===== config.mk =====
export PLATFORM = sky130hd
export DESIGN_NAME = ucounter_n
export DESIGN_NICKNAME = d
export VERILOG_FILES = /design/src/rtl/ucounter_pkg.sv /design/src/rtl/ucounter_bound_calc.sv /design/src/rtl/ucounter_n.sv
export SDC_FILE = /design/constraint.sdc
export NUM_CORES = 1
export LEC_CHECK = 0
export BUFFER_PORTS_ARGS = -buffer_cell sky130_fd_sc_hd__buf_2
export CORE_MARGIN = 2
export CORE_UTILIZATION = 55
export DETAILED_ROUTE_END_ITERATION = 6
export GPL_TIMING_DRIVEN = 0
export PLACE_DENSITY = 0.91
export REMOVE_ABC_BUFFERS = 1
export SYNTH_ARGS = -nofsm -noshare
export SYNTH_HDL_FRONTEND = slang
export SYNTH_HIERARCHICAL = 1
export SYNTH_SLANG_ARGS = --single-unit
export TNS_END_PERCENT = 1

===== constraint.sdc =====
create_clock -name clk -period 4.6 [get_ports clk]
set_clock_uncertainty 0.05 [all_clocks]
set_input_delay 0.46 -clock clk [delete_from_list [all_inputs] [get_ports clk]]
set_output_delay 0.46 -clock clk [all_outputs]
set_load 0.02 [all_outputs]

===== src/rtl/ucounter_pkg.sv =====
// ucounter_pkg: shared constants and next-state action encoding for ucounter_n.
package ucounter_pkg;
    localparam logic UP   = 1'b1;
    localparam logic DOWN = 1'b0;
    localparam logic WRAP = 1'b0;
    localparam logic STOP = 1'b1;

    localparam int DEF_WIDTH  = 8;
    localparam int DEF_STEP_W = 4;

    typedef enum logic [2:0] {HOLD, SET, LOAD, INC, DEC} action_e;
endpackage


===== src/rtl/ucounter_bound_calc.sv =====
// ucounter_bound_calc: combinational step result with bound compare and wrap/stop select.
module ucounter_bound_calc
    import ucounter_pkg::*;
#(
    parameter int WIDTH  = DEF_WIDTH,
    parameter int STEP_W = DEF_STEP_W
) (
    input  logic [WIDTH-1:0]  cnt_i,
    input  logic [STEP_W-1:0] step_i,
    input  logic              updown_i,
    input  logic              wrapstop_i,
    input  logic [WIDTH-1:0]  min_i,
    input  logic [WIDTH-1:0]  max_i,
    output logic [WIDTH-1:0]  nxt_o,
    output logic              ovf_o,
    output logic              udf_o
);
    logic [WIDTH:0] step_x, sum, diff;
    logic           stop;

    assign step_x = (WIDTH+1)'(step_i);
    assign sum    = {1'b0, cnt_i} + step_x;
    assign diff   = {1'b0, cnt_i} - step_x;
    assign stop   = wrapstop_i == STOP;

    // diff is signed so a step below zero still compares as below min
    assign ovf_o = (updown_i == UP) && (sum > {1'b0, max_i});
    assign udf_o = (updown_i == DOWN) && ($signed(diff) < $signed({1'b0, min_i}));

    assign nxt_o = ovf_o ? (stop ? max_i : min_i) :
                   udf_o ? (stop ? min_i : max_i) :
                   (updown_i == UP) ? sum[WIDTH-1:0] : diff[WIDTH-1:0];
endmodule


===== src/rtl/ucounter_n.sv =====
// ucounter_n: bounded up/down counter with wrap/stop, event pulses and sticky flags.
// Define UCOUNTER_PRESCALE_EN to take one step per PRESCALE enabled cycles.
module ucounter_n
    import ucounter_pkg::*;
#(
    parameter int              WIDTH    = DEF_WIDTH,
    parameter int              STEP_W   = DEF_STEP_W,
    parameter logic [WIDTH-1:0] RST_VAL = '0,
    parameter int              PRESCALE = 4
) (
    input  logic              clk,
    input  logic              areset,
    input  logic              en,
    input  logic              set,
    input  logic              load,
    input  logic [WIDTH-1:0]  preld_val,
    input  logic              updown,
    input  logic              wrapstop,
    input  logic [STEP_W-1:0] step,
    input  logic [WIDTH-1:0]  min_val,
    input  logic [WIDTH-1:0]  max_val,
    input  logic              clr_flags,
    output logic [WIDTH-1:0]  dcount,
    output logic              overflow,
    output logic              underflow,
    output logic              ovf_sticky,
    output logic              udf_sticky,
    output logic              cfg_err
);
    if (WIDTH < 2 || WIDTH > 32 || PRESCALE < 2 || PRESCALE > 256) begin : g_bad_cfg
        $error("ucounter_n: parameter out of range");
    end

    action_e          act;
    logic             step_cyc;
    logic [WIDTH-1:0] calc_nxt;
    logic             calc_ovf, calc_udf;
    logic [WIDTH-1:0] dcount_q, dcount_d;
    logic             ovf_q, ovf_d, udf_q, udf_d;
    logic             ovs_q, ovs_d, uds_q, uds_d;

    assign cfg_err = min_val > max_val;

`ifdef UCOUNTER_PRESCALE_EN
    localparam int PH_W = $clog2(PRESCALE);
    logic [PH_W-1:0] phase_q, phase_d;

    assign step_cyc = phase_q == PH_W'(PRESCALE - 1);
    assign phase_d  = (set || load) ? '0 :
                      !en           ? phase_q :
                      step_cyc      ? '0 : phase_q + 1'b1;

    always_ff @(posedge clk or posedge areset) begin
        if (areset)
            phase_q <= '0;
        else
            phase_q <= phase_d;
    end
`else
    assign step_cyc = 1'b1;
`endif

    ucounter_bound_calc #(.WIDTH(WIDTH), .STEP_W(STEP_W)) u_calc (
        .cnt_i      (dcount_q),
        .step_i     (step),
        .updown_i   (updown),
        .wrapstop_i (wrapstop),
        .min_i      (min_val),
        .max_i      (max_val),
        .nxt_o      (calc_nxt),
        .ovf_o      (calc_ovf),
        .udf_o      (calc_udf)
    );

    always_comb begin
        act = HOLD;
        if (set)
            act = SET;
        else if (load)
            act = LOAD;
        else if (en && step_cyc && step != '0 && !cfg_err)
            act = (updown == UP) ? INC : DEC;
    end

    assign dcount_d = (act == SET)                ? max_val :
                      (act == LOAD)               ? preld_val :
                      (act == INC || act == DEC)  ? calc_nxt : dcount_q;
    assign ovf_d    = (act == INC) && calc_ovf;
    assign udf_d    = (act == DEC) && calc_udf;
    // a fresh event outranks a same-edge clear
    assign ovs_d    = ovf_d | (ovs_q & ~clr_flags);
    assign uds_d    = udf_d | (uds_q & ~clr_flags);

    always_ff @(posedge clk or posedge areset) begin
        if (areset) begin
            dcount_q <= RST_VAL;
            ovf_q    <= 1'b0;
            udf_q    <= 1'b0;
            ovs_q    <= 1'b0;
            uds_q    <= 1'b0;
        end else begin
            dcount_q <= dcount_d;
            ovf_q    <= ovf_d;
            udf_q    <= udf_d;
            ovs_q    <= ovs_d;
            uds_q    <= uds_d;
        end
    end

    assign dcount     = dcount_q;
    assign overflow   = ovf_q;
    assign underflow  = udf_q;
    assign ovf_sticky = ovs_q;
    assign udf_sticky = uds_q;
endmodule


; Word level (Yosys, flattened, before mapping)
; Index checks and enable logic that the tools add are counted.
[totals]
reg_bits = 12
inputBits = 36
wordCells = 42
output_inout_bits = 13
[op_classes]
bitwise = 6
order_cmp = 3
n_reduce_logical = 10
n_eq_ne = 4
n_mux = 12
n_addsub = 2
[op_table]
columns = operator, n
row1 = 2-to-1 mux 8 bit, 8
row2 = 2-to-1 mux 3 bit, 4
row3 = adder 8 x 4 -> 9 bit, 1
row4 = greater-than comparator 9 x 8 -> 1 bit, 1
row5 = < comparator 9 bit, 1
row6 = subtractor 8 x 4 -> 9 bit, 1
row7 = greater-than comparator 8 bit, 1
row8 = == test 3 x 2 -> 1 bit (second input constant), 2
row9 = logical AND 1 bit, 6
row10 = nonzero test 4 bit, 1
row11 = == test 3 x 1 -> 1 bit (second input constant), 1
row12 = == test 3 bit (second input constant), 1
row13 = nonzero test 3 bit, 1
row14 = AND 1 bit, 2
row15 = NOT 1 bit, 2
row16 = bitwise OR 1 bit, 2
row17 = zero test 1 bit, 1
row18 = logical OR 1 bit, 1

; Depth between registers and ports, before layout
[depth]
depth_word = 11
ltp_mapped = 19
depth_no_buf = 17

; By module
; The synthesis kept the hierarchy.
[modules_own_cells]
columns = module, area_per_inst_um2, instances, cells_per_inst, seq_area_each_um2
row1 = ucounter_bound_calc, 1370.1, 1, 186, 0.0
row2 = ucounter_n, 898.4, 1, 89, 300.3

; Worst setup path after synthesis
; Ideal clock, no wire load.
[synth_path]
kind = register to register
from = register dcount_q[0], in the netlist dcount[0]
to = register dcount_q[0], in the netlist dcount[0]
period_less_slack_ns = 4.157
setup_time_ns = 0.125
required_time_ns = 4.425
path_stages_with_launch = 19
slack_ns = 0.443
arrival_time_ns = 3.982
path_buffers = 1
cell_sequence = dfrtp_1 > inv_1 > ha_1 > inv_1 > fa_1 > a21o_1 > a2111oi_4 > xor2_1 > ha_1 > and3_1 > nand3_1 > o21ai_0 > and2_4 > buf_6 > o22ai_2 > a221o_1 > mux2i_1 > o21ai_0 > mux2_2
[synth_between]
elab_chain_len = 8
word_cells_on_any_way = 12
cone_classes = add/sub: 2 / order compare: 2 / mux: 6 / reduce/logical: 2
[synth_rtl]
columns = element, line
row1 = "start, declared", ucounter_n.sv:38  ; logic [WIDTH-1:0] dcount_q, dcount_d;
row2 = "start signal, assigned", ucounter_n.sv:102  ; dcount_q <= dcount_d;
row3 = subtractor 8 x 4 -> 9 bit, ucounter_bound_calc.sv:23  ; assign diff = {1'b0, cnt_i} - step_x;
row4 = < comparator 9 bit, ucounter_bound_calc.sv:28  ; assign udf_o = (updown_i == DOWN) && ($signed(diff) < $signed({1'b0, min_i}));
row5 = logical AND 1 bit, ucounter_bound_calc.sv:28
row6 = 2-to-1 mux 8 bit, ucounter_bound_calc.sv:31  ; udf_o ? (stop ? min_i : max_i) :
row7 = 2-to-1 mux 8 bit *, ucounter_bound_calc.sv:30  ; assign nxt_o = ovf_o ? (stop ? max_i : min_i) :
row8 = via calc_nxt[0], ucounter_n.sv:36  ; logic [WIDTH-1:0] calc_nxt;
row9 = 2-to-1 mux 8 bit *, ucounter_n.sv:87  ; (act == INC || act == DEC) ? calc_nxt : dcount_q;
row10 = 2-to-1 mux 8 bit *, ucounter_n.sv:86  ; (act == LOAD) ? preld_val :
row11 = 2-to-1 mux 8 bit *, ucounter_n.sv:85  ; assign dcount_d = (act == SET) ? max_val :
; Mark *: on every way through the listed nets, which the timed path passes. The rest lies on a longest branch. The select of a mux whose other input is x is not followed.
; A chain may end at the register's enable or synchronous reset.

; Worst setup path in the final report
[layout_path]
from = register dcount_q[0], in the netlist dcount[0]
to = register dcount_q[6], in the netlist dcount[6]
; The elaborated chain is that of the path after synthesis.

==> key figures <==
Floorplanning
  • Initial Util: 57.1%
  • Die area: 0.00465 mm2
  • Die width: 68.2 um
  • IO Count: 49
  • Core box area: 0.00397 mm2
  • Die Span Y: 68.2 um
  • Row cnt: 23

Synth
  • Synth Flop Type: dfrtp_1
  • Unique cell type count in the Yosys netlist: 59
  • Post-synth EDFFs: 0
  • Ranking of synthesized cells by area: ha_1 17%, dfrtp_1 13%, inv_1 5.8%
  • Synth warn: 6
  • Register area share after synthesis: 13.2%
  • Top cell type's share of synthesized area: 17.1%
  • Post-synthesis instance area: 0.00227 mm2
  • Yosys top cell by area: ha_1
  • Mapped Cells: 275
  • Post-Syn Area per Cell: 8.25 um2
  • Async set-reset flop share out of synthesis: 100%
  • Register bit total from synthesis: 12

Worst hold path
  • Hold Crit Class: input port to asynchronous set/reset pin

Detailed routing
  • First DRT Iteration DRCs: 182
  • Post-DRT Antenna Nets: 0
  • Final wirelength: 5.87 mm
  • DRC Markers: 0
  • Vias post-DR: 2,272
  • Vias/cell: 6.26
  • DRT Pass-1 Iters: 5
  • Wirelength per Cell: 16.2 um

Clock tree
  • H-tree depth: 1
  • Clk sinks: 12
  • Clock Path Buffers: 2
  • CTS tree: built
  • Inserted Clock Buffers: 3
  • Clock root cell: clkbuf_8
  • Reg clk slew, reported paths: 60 ps
  • Clock latency on the worst-skew pair: 240 ps

Global route
  • Largest net degree at the start of global routing: 21
  • First-pass GRT wire length: 9.60 mm
  • Vias in the first global route: 2,069
  • Global-route usage over all layers: 27.0%
  • Gr ovfl total: 0
  • Initial antenna violation count: 0

STA
  • RSZ-0062 raised after global routing: false
  • Rel. slew slack: 57.4%
  • Setup violators final: 0
  • TNS Setup: 0 ps
  • Max Clk Rate: 0.228 GHz
  • Final-report hold violation count: 0
  • Min cycle time layout: 4380 ps
  • Max-slew violation count: 0
  • Period utilization: 95.2%
  • Final WS setup: 219 ps
  • Slew at the pin with the worst max-slew slack: 638 ps

Setup path
  • Element type at the critical path end: register
  • Kind of critical path: register to register
  • CP Launch Type: register
  • Max FO, Critical Path: 7
  • CP required: 4670 ps
  • Critical path data arrival time: 4460 ps

Place
  • DP Wirelength: 4.71 mm
  • Place WS: -47.3 ps
  • Placed instance area: 0.00247 mm2
  • Buffers on Ports: 48
  • GP Congestion: 0.949

Power
  • Psw: 0.447 mW
  • Pwr Density: 362 mW/mm2
  • Cell Int Power: 0.472 mW
  • Tot Pwr: 0.919 mW
  • Clk network pwr share: 12.8%
  • Lkg Pwr: 1.33 nW
  • Worst vdd ir: 0.000231 V
  • Gate power share: 70.3%
  • Sequential share of power: 16.9%
  • Switching fraction of total power: 48.6%

Layout
  • Share of post-route cells with drive strength above 1: 24.9%
  • Finished Cell Area: 0.00254 mm2
  • Area delta synth->final: 11.9%
  • Nets: 383
  • # diodes: 0
  • Fillers: 342

Run
  • Max-Cap Viols: 0

Outcome
  • Status: finished, final reports clean
[final cells by class]
class | count | area, um2 | area share (%)
clock buffer | 4 | 55.1 | 2.17
multi-input combinational | 213 | 1740 | 68.6
tap | 50 | 62.6 | 2.47
sequential | 12 | 300 | 11.8
timing repair buffer | 49 | 248 | 9.76
inverter | 35 | 131 | 5.18
[power groups by stage]
stage                     sequential (mW)  clock [mW]  combinational [mW]
after floorplan                     0.171           0               0.447
after global placement              0.155           0               0.600
after detailed placement            0.157           0               0.621
after CTS                           0.155       0.120               0.627
after global routing                0.159       0.125               0.707
final                               0.155       0.118               0.646
[metrics by stage]
| stage | utilization [%] | hold WS [ps] | cells |
|---|---|---|---|
| floorplan | - | 275 | 260 |
| global placement | 62.3 | 448 | 358 |
| detailed placement | 62.3 | 455 | 358 |
| CTS | 63.7 | 193 | 362 |
| global route | 63.9 | 226 | 363 |
| finish | 63.9 | 170 | 363 |
[routing by layer]
layer / wire length (um) / global-route usage [%]
met5: 0 / 0
met1: 2500 / 37.1
met4: 65 / 7.25
met3: 482 / 2.63
met2: 2820 / 45.1
[Yosys cell counts, drive strengths merged (4+ instances only)]
cell	instances
nor2	15
a21o	7
xnor2	5
o21ai	16
nand4	4
nand2	21
xor2	10
buf	6
o221ai	5
nor2b	4
mux2i	13
dfrtp	12
nand3	8
a21oi	10
mux2	8
o31ai	4
ha	31
clkbuf	8
a211oi	5
inv	35
[cells by family after synthesis]
group                    Yosys count  share of synthesized area, %
AO/OA/AOI/OAI                     78                          27.9
buffers and inverters             50                          10.0
adder cells (fa/ha/maj)           33                          18.9
flip-flops                        12                          13.2
AND/OR/NAND/NOR                   66                          14.5
multiplexers                      21                          9.71
XOR/XNOR                          15                          5.79
[critical path: stages, from the launching register on]
cell	delay [ps]
dfrtp_1	400
inv_1	70
ha_1	160
inv_1	60
fa_1	420
a21o_1	220
a2111oi_4	390
xor2_1	240
ha_1	280
a21o_1	180
a221oi_1	300
o21ai_1	230
and2_4	250
a21oi_1	250
o221ai_1	190
mux2i_1	160
o21ai_0	120
mux2_2	290
[path summary, 6_finish.rpt]
kind                         endpoint  slack, ps       start  cells after the start
max in group asynchronous   dcount[7]       4000      areset                      2
setup reg to reg            dcount[6]        220   dcount[0]                     17
min in group clk           ovf_sticky        370   clr_flags                      2
setup / recovery            dcount[6]        220   dcount[0]                     17
hold / removal              dcount[5]        170      areset                      2
hold reg to reg            udf_sticky        480  udf_sticky                      2
[registers in the layout (all words and copies together) (netlist names)]
name / cells
overflow: 1
dcount: 8
udf_sticky: 1
underflow: 1
ovf_sticky: 1
[repair_timing]
item,CTS,global route
buffers inserted,0,1
hold buffers,0,0
endpoints found under the hold margin,0,0
gates resized for setup,0,1
endpoints found under the setup margin,0,8
[layout by cell type (no fill, tap or decap), types with 8 or more instances in the layout]
cell type and count:
o21ai_0 15, dfrtp_1 12, mux2i_1 13, nand3_1 8, ha_1 31, xor2_1 10
mux2_2 8, nor2_1 14, inv_1 35, nand2_1 20, a21oi_1 9, buf_2 48
Power figures use the tool's default switching activity.
